$ cat src/rtl/gps_ca_code_gen_pkg.sv
// Shared constants and types for the GPS L1 C/A code generator:
// code length, G1/G2 feedback masks, per-PRN G2 phase-selector taps, FSM states.
package gps_code_pkg;

    localparam int CA_CODE_LEN = 1023;

    typedef logic [9:0] chip_idx_t;
    typedef logic [5:0] prn_t;

    localparam chip_idx_t CHIP_IDX_LAST = chip_idx_t'(CA_CODE_LEN - 1);

    // Register stages are numbered 10..1; stage 10 is the output, feedback enters stage 1.
    localparam logic [10:1] G1_TAP_MASK = 10'h204;  // stages 3,10
    localparam logic [10:1] G2_TAP_MASK = 10'h3A6;  // stages 2,3,6,8,9,10
    localparam logic [10:1] LFSR_INIT   = 10'h3FF;

    typedef enum logic {
        IDLE = 1'b0,
        RUN  = 1'b1
    } state_t;

    // G2 stages xored together to produce the delayed G2 for one satellite.
    typedef struct packed {
        logic [3:0] s1;
        logic [3:0] s2;
    } g2_taps_t;

    localparam g2_taps_t G2_TAP_TABLE [32] = '{
        '{4'd2, 4'd6},  '{4'd3, 4'd7},  '{4'd4, 4'd8},  '{4'd5, 4'd9},
        '{4'd1, 4'd9},  '{4'd2, 4'd10}, '{4'd1, 4'd8},  '{4'd2, 4'd9},
        '{4'd3, 4'd10}, '{4'd2, 4'd3},  '{4'd3, 4'd4},  '{4'd5, 4'd6},
        '{4'd6, 4'd7},  '{4'd7, 4'd8},  '{4'd8, 4'd9},  '{4'd9, 4'd10},
        '{4'd1, 4'd4},  '{4'd2, 4'd5},  '{4'd3, 4'd6},  '{4'd4, 4'd7},
        '{4'd5, 4'd8},  '{4'd6, 4'd9},  '{4'd1, 4'd3},  '{4'd4, 4'd6},
        '{4'd5, 4'd7},  '{4'd6, 4'd8},  '{4'd7, 4'd9},  '{4'd8, 4'd10},
        '{4'd1, 4'd6},  '{4'd2, 4'd7},  '{4'd3, 4'd8},  '{4'd4, 4'd9}
    };

    function automatic logic prn_valid(input prn_t prn);
        return (prn >= 6'd1) && (prn <= 6'd32);
    endfunction

    // Caller guarantees prn is in 1..32.
    function automatic g2_taps_t prn_taps(input prn_t prn);
        prn_t offs;
        offs = prn - 6'd1;
        return G2_TAP_TABLE[offs[4:0]];
    endfunction

endpackage

$ cat src/rtl/gps_ca_code_gen_if.sv
// Control inputs and code outputs of the C/A code generator.
interface gps_ca_code_gen_if;
    import gps_code_pkg::*;

    logic      nco_msb;
    logic      start;
    logic      stop;
    prn_t      prn_sel;
    logic      code_chip;
    chip_idx_t chip_idx;
    logic      epoch;
    logic      bit_edge;
    logic      busy;
    logic      prn_err;

    modport master (
        output nco_msb, start, stop, prn_sel,
        input  code_chip, chip_idx, epoch, bit_edge, busy, prn_err
    );

    modport slave (
        input  nco_msb, start, stop, prn_sel,
        output code_chip, chip_idx, epoch, bit_edge, busy, prn_err
    );

endinterface

$ cat src/rtl/gps_ca_code_gen_lfsr.sv
// 10-stage Fibonacci LFSR: stage 10 is the output, parity of the tapped
// stages is fed back into stage 1. load has priority over shift.
module gps_lfsr10
    import gps_code_pkg::*;
#(
    parameter logic [10:1] TAP_MASK = G1_TAP_MASK
) (
    input  logic        clk,
    input  logic        rst,
    input  logic        load,
    input  logic        shift,
    output logic [10:1] q
);

    // Shift register: reload to all-ones or advance one chip.
    always_ff @(posedge clk or posedge rst) begin
        if (rst) begin
            q <= LFSR_INIT;
        end else if (load) begin
            q <= LFSR_INIT;
        end else if (shift) begin
            q <= {q[9:1], ^(q & TAP_MASK)};
        end
    end

endmodule

$ cat src/rtl/gps_ca_code_gen.sv
// GPS L1 C/A Gold-code generator. Advances one chip per rising edge of the
// code NCO MSB, tracks chip index, and emits 1 ms epoch / nav-bit-edge strobes.
module gps_ca_code_gen
    import gps_code_pkg::*;
#(
    parameter int EPOCHS_PER_BIT = 20
) (
    input  logic                  clk,
    input  logic                  rst,
    gps_ca_code_gen_if.slave      bus
);

    localparam int EPOCH_CNT_W = (EPOCHS_PER_BIT > 1) ? $clog2(EPOCHS_PER_BIT) : 1;
    localparam logic [EPOCH_CNT_W-1:0] EPOCH_CNT_LAST = EPOCH_CNT_W'(EPOCHS_PER_BIT - 1);

    state_t                 state_reg, state_next;
    logic                   msb_d_reg;
    logic                   tick_r_reg;
    chip_idx_t              chip_idx_reg;
    logic [EPOCH_CNT_W-1:0] epoch_cnt_reg;
    g2_taps_t               taps_reg;
    logic                   epoch_reg;
    logic                   bit_edge_reg;
    logic                   prn_err_reg;

    logic        run;
    logic        start_ok;
    logic        start_bad;
    logic        adv;
    logic        wrap;
    logic        lfsr_load;
    logic        lfsr_shift;
    logic [10:1] g1_q;
    logic [10:1] g2_q;

    // Control decode: stop outranks start, a valid start outranks a pending tick.
    always_comb begin
        run        = (state_reg == RUN);
        start_ok   = bus.start & ~bus.stop & prn_valid(bus.prn_sel);
        start_bad  = bus.start & ~bus.stop & ~prn_valid(bus.prn_sel);
        wrap       = (chip_idx_reg == CHIP_IDX_LAST);
        adv        = run & tick_r_reg & ~bus.stop & ~start_ok;
        lfsr_load  = start_ok | (adv & wrap);
        lfsr_shift = adv & ~wrap;
    end

    // Rising-edge detect on the NCO MSB; a held-high MSB yields one tick.
    always_ff @(posedge clk or posedge rst) begin
        if (rst) begin
            msb_d_reg  <= 1'b0;
            tick_r_reg <= 1'b0;
        end else begin
            msb_d_reg  <= bus.nco_msb;
            tick_r_reg <= bus.nco_msb & ~msb_d_reg;
        end
    end

    // FSM state register.
    always_ff @(posedge clk or posedge rst) begin
        if (rst) begin
            state_reg <= IDLE;
        end else begin
            state_reg <= state_next;
        end
    end

    // FSM next-state logic.
    always_comb begin
        state_next = state_reg;
        case (state_reg)
            IDLE: if (start_ok) state_next = RUN;
            RUN:  if (bus.stop) state_next = IDLE;
            default: state_next = IDLE;
        endcase
    end

    // Chip/epoch counters, tap latch and one-cycle strobes.
    always_ff @(posedge clk or posedge rst) begin
        if (rst) begin
            chip_idx_reg  <= '0;
            epoch_cnt_reg <= '0;
            taps_reg      <= prn_taps(6'd1);
            epoch_reg     <= 1'b0;
            bit_edge_reg  <= 1'b0;
            prn_err_reg   <= 1'b0;
        end else begin
            epoch_reg    <= 1'b0;
            bit_edge_reg <= 1'b0;
            prn_err_reg  <= start_bad;
            if (bus.stop) begin
                chip_idx_reg  <= '0;
                epoch_cnt_reg <= '0;
            end else if (start_ok) begin
                taps_reg      <= prn_taps(bus.prn_sel);
                chip_idx_reg  <= '0;
                epoch_cnt_reg <= '0;
            end else if (adv) begin
                if (wrap) begin
                    chip_idx_reg <= '0;
                    epoch_reg    <= 1'b1;
                    if (epoch_cnt_reg == EPOCH_CNT_LAST) begin
                        epoch_cnt_reg <= '0;
                        bit_edge_reg  <= 1'b1;
                    end else begin
                        epoch_cnt_reg <= epoch_cnt_reg + 1'b1;
                    end
                end else begin
                    chip_idx_reg <= chip_idx_reg + 1'b1;
                end
            end
        end
    end

    gps_lfsr10 #(.TAP_MASK(G1_TAP_MASK)) u_g1 (
        .clk   (clk),
        .rst   (rst),
        .load  (lfsr_load),
        .shift (lfsr_shift),
        .q     (g1_q)
    );

    gps_lfsr10 #(.TAP_MASK(G2_TAP_MASK)) u_g2 (
        .clk   (clk),
        .rst   (rst),
        .load  (lfsr_load),
        .shift (lfsr_shift),
        .q     (g2_q)
    );

    assign bus.code_chip = run & (g1_q[10] ^ g2_q[taps_reg.s1] ^ g2_q[taps_reg.s2]);
    assign bus.chip_idx  = chip_idx_reg;
    assign bus.epoch     = epoch_reg;
    assign bus.bit_edge  = bit_edge_reg;
    assign bus.busy      = run;
    assign bus.prn_err   = prn_err_reg;

endmodule

$ cat src/flat_wrapper.sv
// flat-port wrapper written by rule: the top's interface ports become plain ports
module gps_ca_code_gen_flat import gps_code_pkg::*;
#(
    parameter int EPOCHS_PER_BIT = 20
)
  (clk, rst, bus_nco_msb, bus_start, bus_stop, bus_prn_sel, bus_code_chip, bus_chip_idx, bus_epoch, bus_bit_edge, bus_busy, bus_prn_err);
  gps_ca_code_gen_if bus_i ();
  input  logic clk;
  input  logic rst;
  input wire logic [$bits(bus_i.nco_msb)-1:0] bus_nco_msb;
  input wire logic [$bits(bus_i.start)-1:0] bus_start;
  input wire logic [$bits(bus_i.stop)-1:0] bus_stop;
  input wire logic [$bits(bus_i.prn_sel)-1:0] bus_prn_sel;
  output wire logic [$bits(bus_i.code_chip)-1:0] bus_code_chip;
  output wire logic [$bits(bus_i.chip_idx)-1:0] bus_chip_idx;
  output wire logic [$bits(bus_i.epoch)-1:0] bus_epoch;
  output wire logic [$bits(bus_i.bit_edge)-1:0] bus_bit_edge;
  output wire logic [$bits(bus_i.busy)-1:0] bus_busy;
  output wire logic [$bits(bus_i.prn_err)-1:0] bus_prn_err;
  assign bus_i.nco_msb = bus_nco_msb;
  assign bus_i.start = bus_start;
  assign bus_i.stop = bus_stop;
  assign bus_i.prn_sel = bus_prn_sel;
  assign bus_code_chip = bus_i.code_chip;
  assign bus_chip_idx = bus_i.chip_idx;
  assign bus_epoch = bus_i.epoch;
  assign bus_bit_edge = bus_i.bit_edge;
  assign bus_busy = bus_i.busy;
  assign bus_prn_err = bus_i.prn_err;
  gps_ca_code_gen #(.EPOCHS_PER_BIT(EPOCHS_PER_BIT)) u_core (.clk(clk), .rst(rst), .bus(bus_i));
endmodule
$ cat config.mk
export PLATFORM = sky130hd
export DESIGN_NAME = gps_ca_code_gen_flat
export DESIGN_NICKNAME = d
export VERILOG_FILES = /design/src/rtl/gps_ca_code_gen_pkg.sv /design/src/rtl/gps_ca_code_gen_if.sv /design/src/rtl/gps_ca_code_gen_lfsr.sv /design/src/rtl/gps_ca_code_gen.sv /design/src/flat_wrapper.sv
export SDC_FILE = /design/constraint.sdc
export NUM_CORES = 1
export LEC_CHECK = 0
export BUFFER_PORTS_ARGS = -buffer_cell sky130_fd_sc_hd__buf_2
export CORE_UTILIZATION = 40
export DETAILED_ROUTE_END_ITERATION = 16
export PLACE_DENSITY_LB_ADDON = 0.08
export SKIP_LAST_GASP = 1
export SLEW_MARGIN = 0
export SYNTH_ARGS = -nofsm -noshare
export SYNTH_HDL_FRONTEND = slang
export SYNTH_SLANG_ARGS = --single-unit
$ cat constraint.sdc
create_clock -name clk -period 2 [get_ports clk]
set_clock_uncertainty 0.2 [all_clocks]
set_input_delay 0.1 -clock clk [delete_from_list [all_inputs] [get_ports clk]]
set_output_delay 0.1 -clock clk [all_outputs]
set_load 0.05 [all_outputs]
Word level (Yosys, flattened, before mapping)
Memory sizes are Yosys's and may differ from the RTL's. A register that Yosys moved wholly into a read port is not among the register bits.
Index checks and enable logic that the tools add are counted.
- $mul: 0
- shifts and indexed selects: 0
- equality and inequality tests: 2
- bitwise operators: 20
- mux-type cells: 29
- divide/modulo/power cells: 0
- $lt $le $gt $ge: 4
- reduce and logical (&&, ||, !) cells: 8
- $add $sub $neg: 3
- operators by type and width (operator ; number):
    $mux 10 ; 8
    $mux 5 ; 5
    $reduce_xor 10->1 ; 2
    $mux 1 ; 13
    $add 10x1->10 const B ; 1
    $and 1x1->1 ; 10
    $eq 10x10->1 const B ; 1
    $lt 4x5->1 const B ; 2
    $bmux 1 s4 ; 2
    $ge 6x1->1 const B ; 1
    $le 6x6->1 const B ; 1
    $not 1->1 ; 6
    $not 5->6 ; 1
    $reduce_bool 3->1 ; 2
    $add 5x1->5 const B ; 1
    $eq 5x5->1 const B ; 1
    $sub 5x1->5 const B ; 1
    $reduce_and 2->1 ; 2
    $pmux 1 s2 ; 1
    $reduce_bool 2->1 ; 1
    $xor 1x1->1 ; 2
    $logic_and 1x1->1 ; 1
    $or 1x1->1 ; 1
- memory bits (read-only): 256
- register bits after elaboration: 41
- bits of input ports: 11
- bits in latches: 0
- memories: 1
- memory bits (writable): 0
- word-level logic and storage cells: 77
- output and inout bits: 15
- memory list (name ; words ; bits a word ; rd ports ; clocked after Yosys merged registers in ; write ports ; RTL line ; text):
    (name not given) ; 32 ; 8 ; 1 ; 1 ; 0 ; gps_ca_code_gen_pkg.sv:47 ; return G2_TAP_TABLE[offs[4:0]];

Depth between registers and ports, before layout
- depth after elaboration: 8
- gate-level depth with buffers: 12
- depth with buffers taken out: 9

Hierarchy
Synthesis repeated with hierarchy kept, for this count alone.
- cell total of the unflattened synthesis: 337
- area, all modules: 3229.3 sq um
- modules (own cells, without submodules) (module ; area an instance (sq um) ; instances ; seq. area each (sq um) ; cells each):
    gps_ca_code_gen ; 2318.5 ; 1 ; 729.4 ; 264
    gps_lfsr10 at u_core.u_g2 ; 480.5 ; 1 ; 262.8 ; 39
    gps_lfsr10 at u_core.u_g1 ; 430.4 ; 1 ; 262.8 ; 34

Least setup slack after synthesis
OpenSTA, ideal clock, no wires.
- path kind: input -> register
- from: input port bus_prn_sel[0]
- to: register u_core.taps_reg[4] in the netlist's numbering
- cell stages on the path: 11
- arrival time: 2.416 ns
- path buffers: 4
- library setup time: 0.130 ns
- slack: -0.746 ns
- cell sequence: clkbuf_1 > buf_1 > inv_1 > ha_1 > inv_1 > ha_1 > clkbuf_1 > clkbuf_1 > nor4b_1 > a2111oi_2 > a21oi_1
- cells in the longest elaborated chain, start to end: 4
- elaborated cells on any way between the ends: 7
- classes of those cells: add/sub: 1; order compare: 2; bitwise: 2; reduce/logical: 2
- RTL lines (what ; RTL line ; text):
    start: declaration ; flat_wrapper.sv:13 ; input wire logic [$bits(bus_i.prn_sel)-1:0] bus_prn_sel;
    $ge 6x1->1 or $le 6x6->1 (tied branches) ; gps_ca_code_gen_pkg.sv:40 ; return (prn >= 6'd1) && (prn <= 6'd32);
    $logic_and 1x1->1 ; gps_ca_code_gen_pkg.sv:40 ;
    $and 1x1->1 ; gps_ca_code_gen.sv:39 ; start_ok = bus.start & ~bus.stop & prn_valid(bus.prn_sel);
    $reduce_and 2->1 (no source line) ; n/a ;
    end signal: assignment ; gps_ca_code_gen.sv:82 ; taps_reg <= prn_taps(6'd1);
    end signal: assignment ; gps_ca_code_gen.sv:94 ; taps_reg <= prn_taps(bus.prn_sel);
    end: declaration ; gps_ca_code_gen.sv:21 ; g2_taps_t taps_reg;
Parallel ways exist; a longest one is shown, timed or not.
A chain may end at the register's enable or synchronous reset.

Worst setup path in the final report
- from: register u_core.taps_reg[5] in the netlist's numbering
- to: output port bus_code_chip
- cells in the longest elaborated chain, start to end: 5
- RTL lines (what ; RTL line ; text):
    $bmux 1 s4 ; gps_ca_code_gen.sv:130 ; assign bus.code_chip = run & (g1_q[10] ^ g2_q[taps_reg.s1] ^ g2_q[taps_reg.s2]);
    $mux 1 (not written as such) ; gps_ca_code_gen.sv:130 ;
    $xor 1x1->1 (2 in series) ; gps_ca_code_gen.sv:130 ;
    $and 1x1->1 ; gps_ca_code_gen.sv:130 ;
    end: declaration ; flat_wrapper.sv:14 ; output wire logic [$bits(bus_i.code_chip)-1:0] bus_code_chip;
No other way between the ends. The select of a mux whose other input is x is not followed.

==> impl_metrics.csv <==
group,metric,value,unit
synth,syn_nets,368,
synth,ys_types,62,
detailed_routing,post_drt_wl_per_cell,14.3,µm
cts,numClockSinks,49,
floorplanning,start_util,0.415,
floorplanning,io_pins,26,
finish,diodes,0,
setup_path,critPathMaxStageDelay,0.62,ns
pwr,p_total,2.32,mW
grt,use_met1,0.266,
synth,ys_warn_count,0,
detailed_routing,first_iter_violations,88,
timing,slew_headroom,0.721,
setup_path,cp.depth,6,
setup_path,path_buf_inv,1,
grt,grt_use_met3,0.0243,
timing,maxSlewViolCount,0,
placed_design,hpwl,5.76,mm
setup_path,setup.worst_path.class,"reg2out",
setup_path,cp_slowest_cell,"dfstp_2",
synth,synth_edf_count,0,
cts,insertion_delay,0.30,ns
floorplanning,core.rowCount,32,
run_status,status,"finished with violations",
floorplanning,core_area,7730,µm²
grt,antenna_found_initial,0,
synth,synth_ff_type,"dfrtp_1",
run_status,violations,"negative setup slack",
cts,cts_tree,"built",
grt,grt_first_pass_wirelength,13.1,mm
synth,ys_seq_elements,49,
synth,post_synth_xor_area_fraction,0.0515,
finish,layout-drive-gt1-share,0.400,
detailed_routing,drt-vias-per-instance,5.28,
grt,first_global_vias,2730,
cts,htreeDepth,2,
floorplanning,die_w,91.5,µm
placed_design,place_ws,-0.464,ns
synth,synth_top_family_by_area,"simple AND/OR/NAND/NOR gates",
finish,area_growth,31.1,%
cts,cts_root_buf,"clkbuf_8",
grt,busiest_layer,"met2",
setup_path,worstPathRequired,1.70,ns
synth,synth_compound_area_frac,0.199,
timing,fin_crit_sh,1.32,
detailed_routing,via_count,2826,
grt,overflow,0,
detailed_routing,drc_errors,0,
timing,layout_setup_ws,-0.637,ns
synth,synthCells,345,
finish,nets,455,
grt,grt_max_degree,22,
setup_path,crit_path_max_fanout,6,
finish,final_cells,535,
worst_hold_path,min_path_type,"in2reg",
setup_path,worst_setup_path_end_kind,"output port",
timing,setup_viol,1,
setup_path,worstRegToRegCells,6,
placed_design,io_buffers,25,
job,cap_violations,0,
pwr,power_density,553,nW/µm²
setup_path,cp_common_cell,"mux2i_4",
synth,synthAdderAreaFrac,0.0469,
setup_path,crit_family,"multiplexers",
detailed_routing,dr.pass1.iters,6,
finish,final_core_util,0.544,
timing,hold_ws,0.0411,ns
setup_path,start_kind,"flip-flop",
pwr,ir_drop,0.312,mV
floorplanning,die_h,91.5,µm
cts,path_clk_slew,0.09,ns
synth,synth.avg_cell_area,9.29,µm²
grt,grt.total_usage,0.193,
synth,async_reset_ff_frac,1.00,
placed_design,dp.cells,523,
detailed_routing,antenna_left,0,
pwr,p_leak,1.78,nW
placed_design,dpl_cell_area,4020,µm²
worst_hold_path,holdPathStages,3,
cts,cts_buffer_depth,2,
finish,fill_cells,693,
timing,max_slew.worst_pin.slew,0.418,ns
grt,grt_use_met2,0.323,
synth,synthSimpleGateAreaFrac,0.207,
timing,finalHoldViolations,0,
cts,cts-buffers-inserted,5,
setup_path,cp.arrival,2.34,ns
timing,setup-tns-final,-0.637,ns
timing,rsz0062_at_grt,"true",
timing,fmax,379,MHz
floorplanning,die_area,8370,µm²
detailed_routing,routed_wl,7.64,mm
timing,period_minus_slack,2.64,ns
placed_design,gp_congestion,0.797,
synth,yosysSeqAreaShare,0.392,
finish,design_area,4200,µm²
synth,syn_area,3200,µm²
setup_path,path_cells,"mux2i_1 -> mux4_2 -> mux2i_4 -> xor2_2 -> mux2i_4 -> buf_6",
setup_path,r2r_setup_slack,0.06,ns
synth,muxShareOfSynthArea,0.0605,
## worst register-to-register path, stage by stage (launching register included)
cell     delay (ns)
dfrtp_2        0.41
inv_1          0.07
ha_1           0.17
nand3_2        0.12
or4_4          0.44
or3_1          0.35
a21oi_1        0.12
## where the power goes
| part | internal, mW | switching (mW) | leakage [nW] |
|---|---|---|---|
| clock network | 0.250 | 0.327 | 0.0456 |
| logic | 0.318 | 0.322 | 1.15 |
| registers | 1.06 | 0.0485 | 0.577 |
## cell families after synthesis
kind of cell,Yosys count
mux,15
simple gates,131
compound gates,88
fa+ha+maj,12
xor+xnor,18
buf+inv,32
flops,49
## repair_timing
action,CTS,global route
pin swaps,1,3
buffers inserted,0,0
gates resized for setup,2,11
setup endpoints to repair,1,7
hold buffers,4,0
endpoints found under the hold margin,25,0
## metal layers
layer,routed length (µm),vias up
met2,3670,27
met1,3740,1362
met3,149,6
li1,-,1431
met4,71,0
met5,0,-
## final cells by class
class / instances / area (µm²) / share of cell area
Inverter: 9 / 46.3 / 0.0110
Timing Repair Buffer: 103 / 756 / 0.180
Clock buffer: 6 / 72.6 / 0.0173
Tap cell: 102 / 128 / 0.0304
Sequential cell: 49 / 1270 / 0.301
Clock inverter: 2 / 13.8 / 0.00328
Multi-Input combinational cell: 264 / 1920 / 0.457
## Yosys cell counts (all sizes together) (6+ instances only)
master / instances / area [µm²]
a21oi: 15 / 75.1
buf: 10 / 57.6
clkbuf: 13 / 48.8
dfrtp: 26 / 651
dfstp: 23 / 604
ha: 12 / 150
inv: 9 / 33.8
mux2i: 7 / 70.1
nand2: 44 / 165
nand3: 8 / 40.0
nor2: 31 / 116
nor2b: 8 / 50.1
nor3: 7 / 51.3
o21ai: 15 / 75.1
o22ai: 22 / 138
xnor2: 6 / 60.1
xor2: 12 / 105
## final timing paths
check	startpoint	end
setup / recovery	u_core.taps_reg[5]$_DFFE_PP1P_	bus_code_chip
hold / removal	bus_prn_sel[5]	u_core.bus.prn_err$_DFF_PP0_
setup reg to reg	u_core.bus.chip_idx[0]$_DFFE_PP0P_	u_core.epoch_cnt_reg[3]$_DFFE_PP0P_
hold reg to reg	u_core.msb_d_reg$_DFF_PP0_	u_core.tick_r_reg$_DFF_PP0_
max in group asynchronous	rst	u_core.u_g2.q[10]$_DFFE_PP1P_
min in group asynchronous	rst	u_core.bus.busy$_DFF_PP0_
## cell usage in the layout, fill, tap and decap left out, types with 7 or more instances in the layout
| master | n |
|---|---|
| nor2_1 | 31 |
| nand3_1 | 7 |
| xor2_1 | 11 |
| o22ai_1 | 22 |
| nor2b_1 | 8 |
| a21oi_1 | 11 |
| buf_4 | 71 |
| dfstp_2 | 23 |
| o21ai_1 | 7 |
| ha_1 | 10 |
| nand2_1 | 44 |
| dfrtp_2 | 9 |
| o21ai_0 | 8 |
| dfrtp_1 | 17 |
| buf_2 | 24 |
No activity file was read; power rests on OpenSTA's default activity.
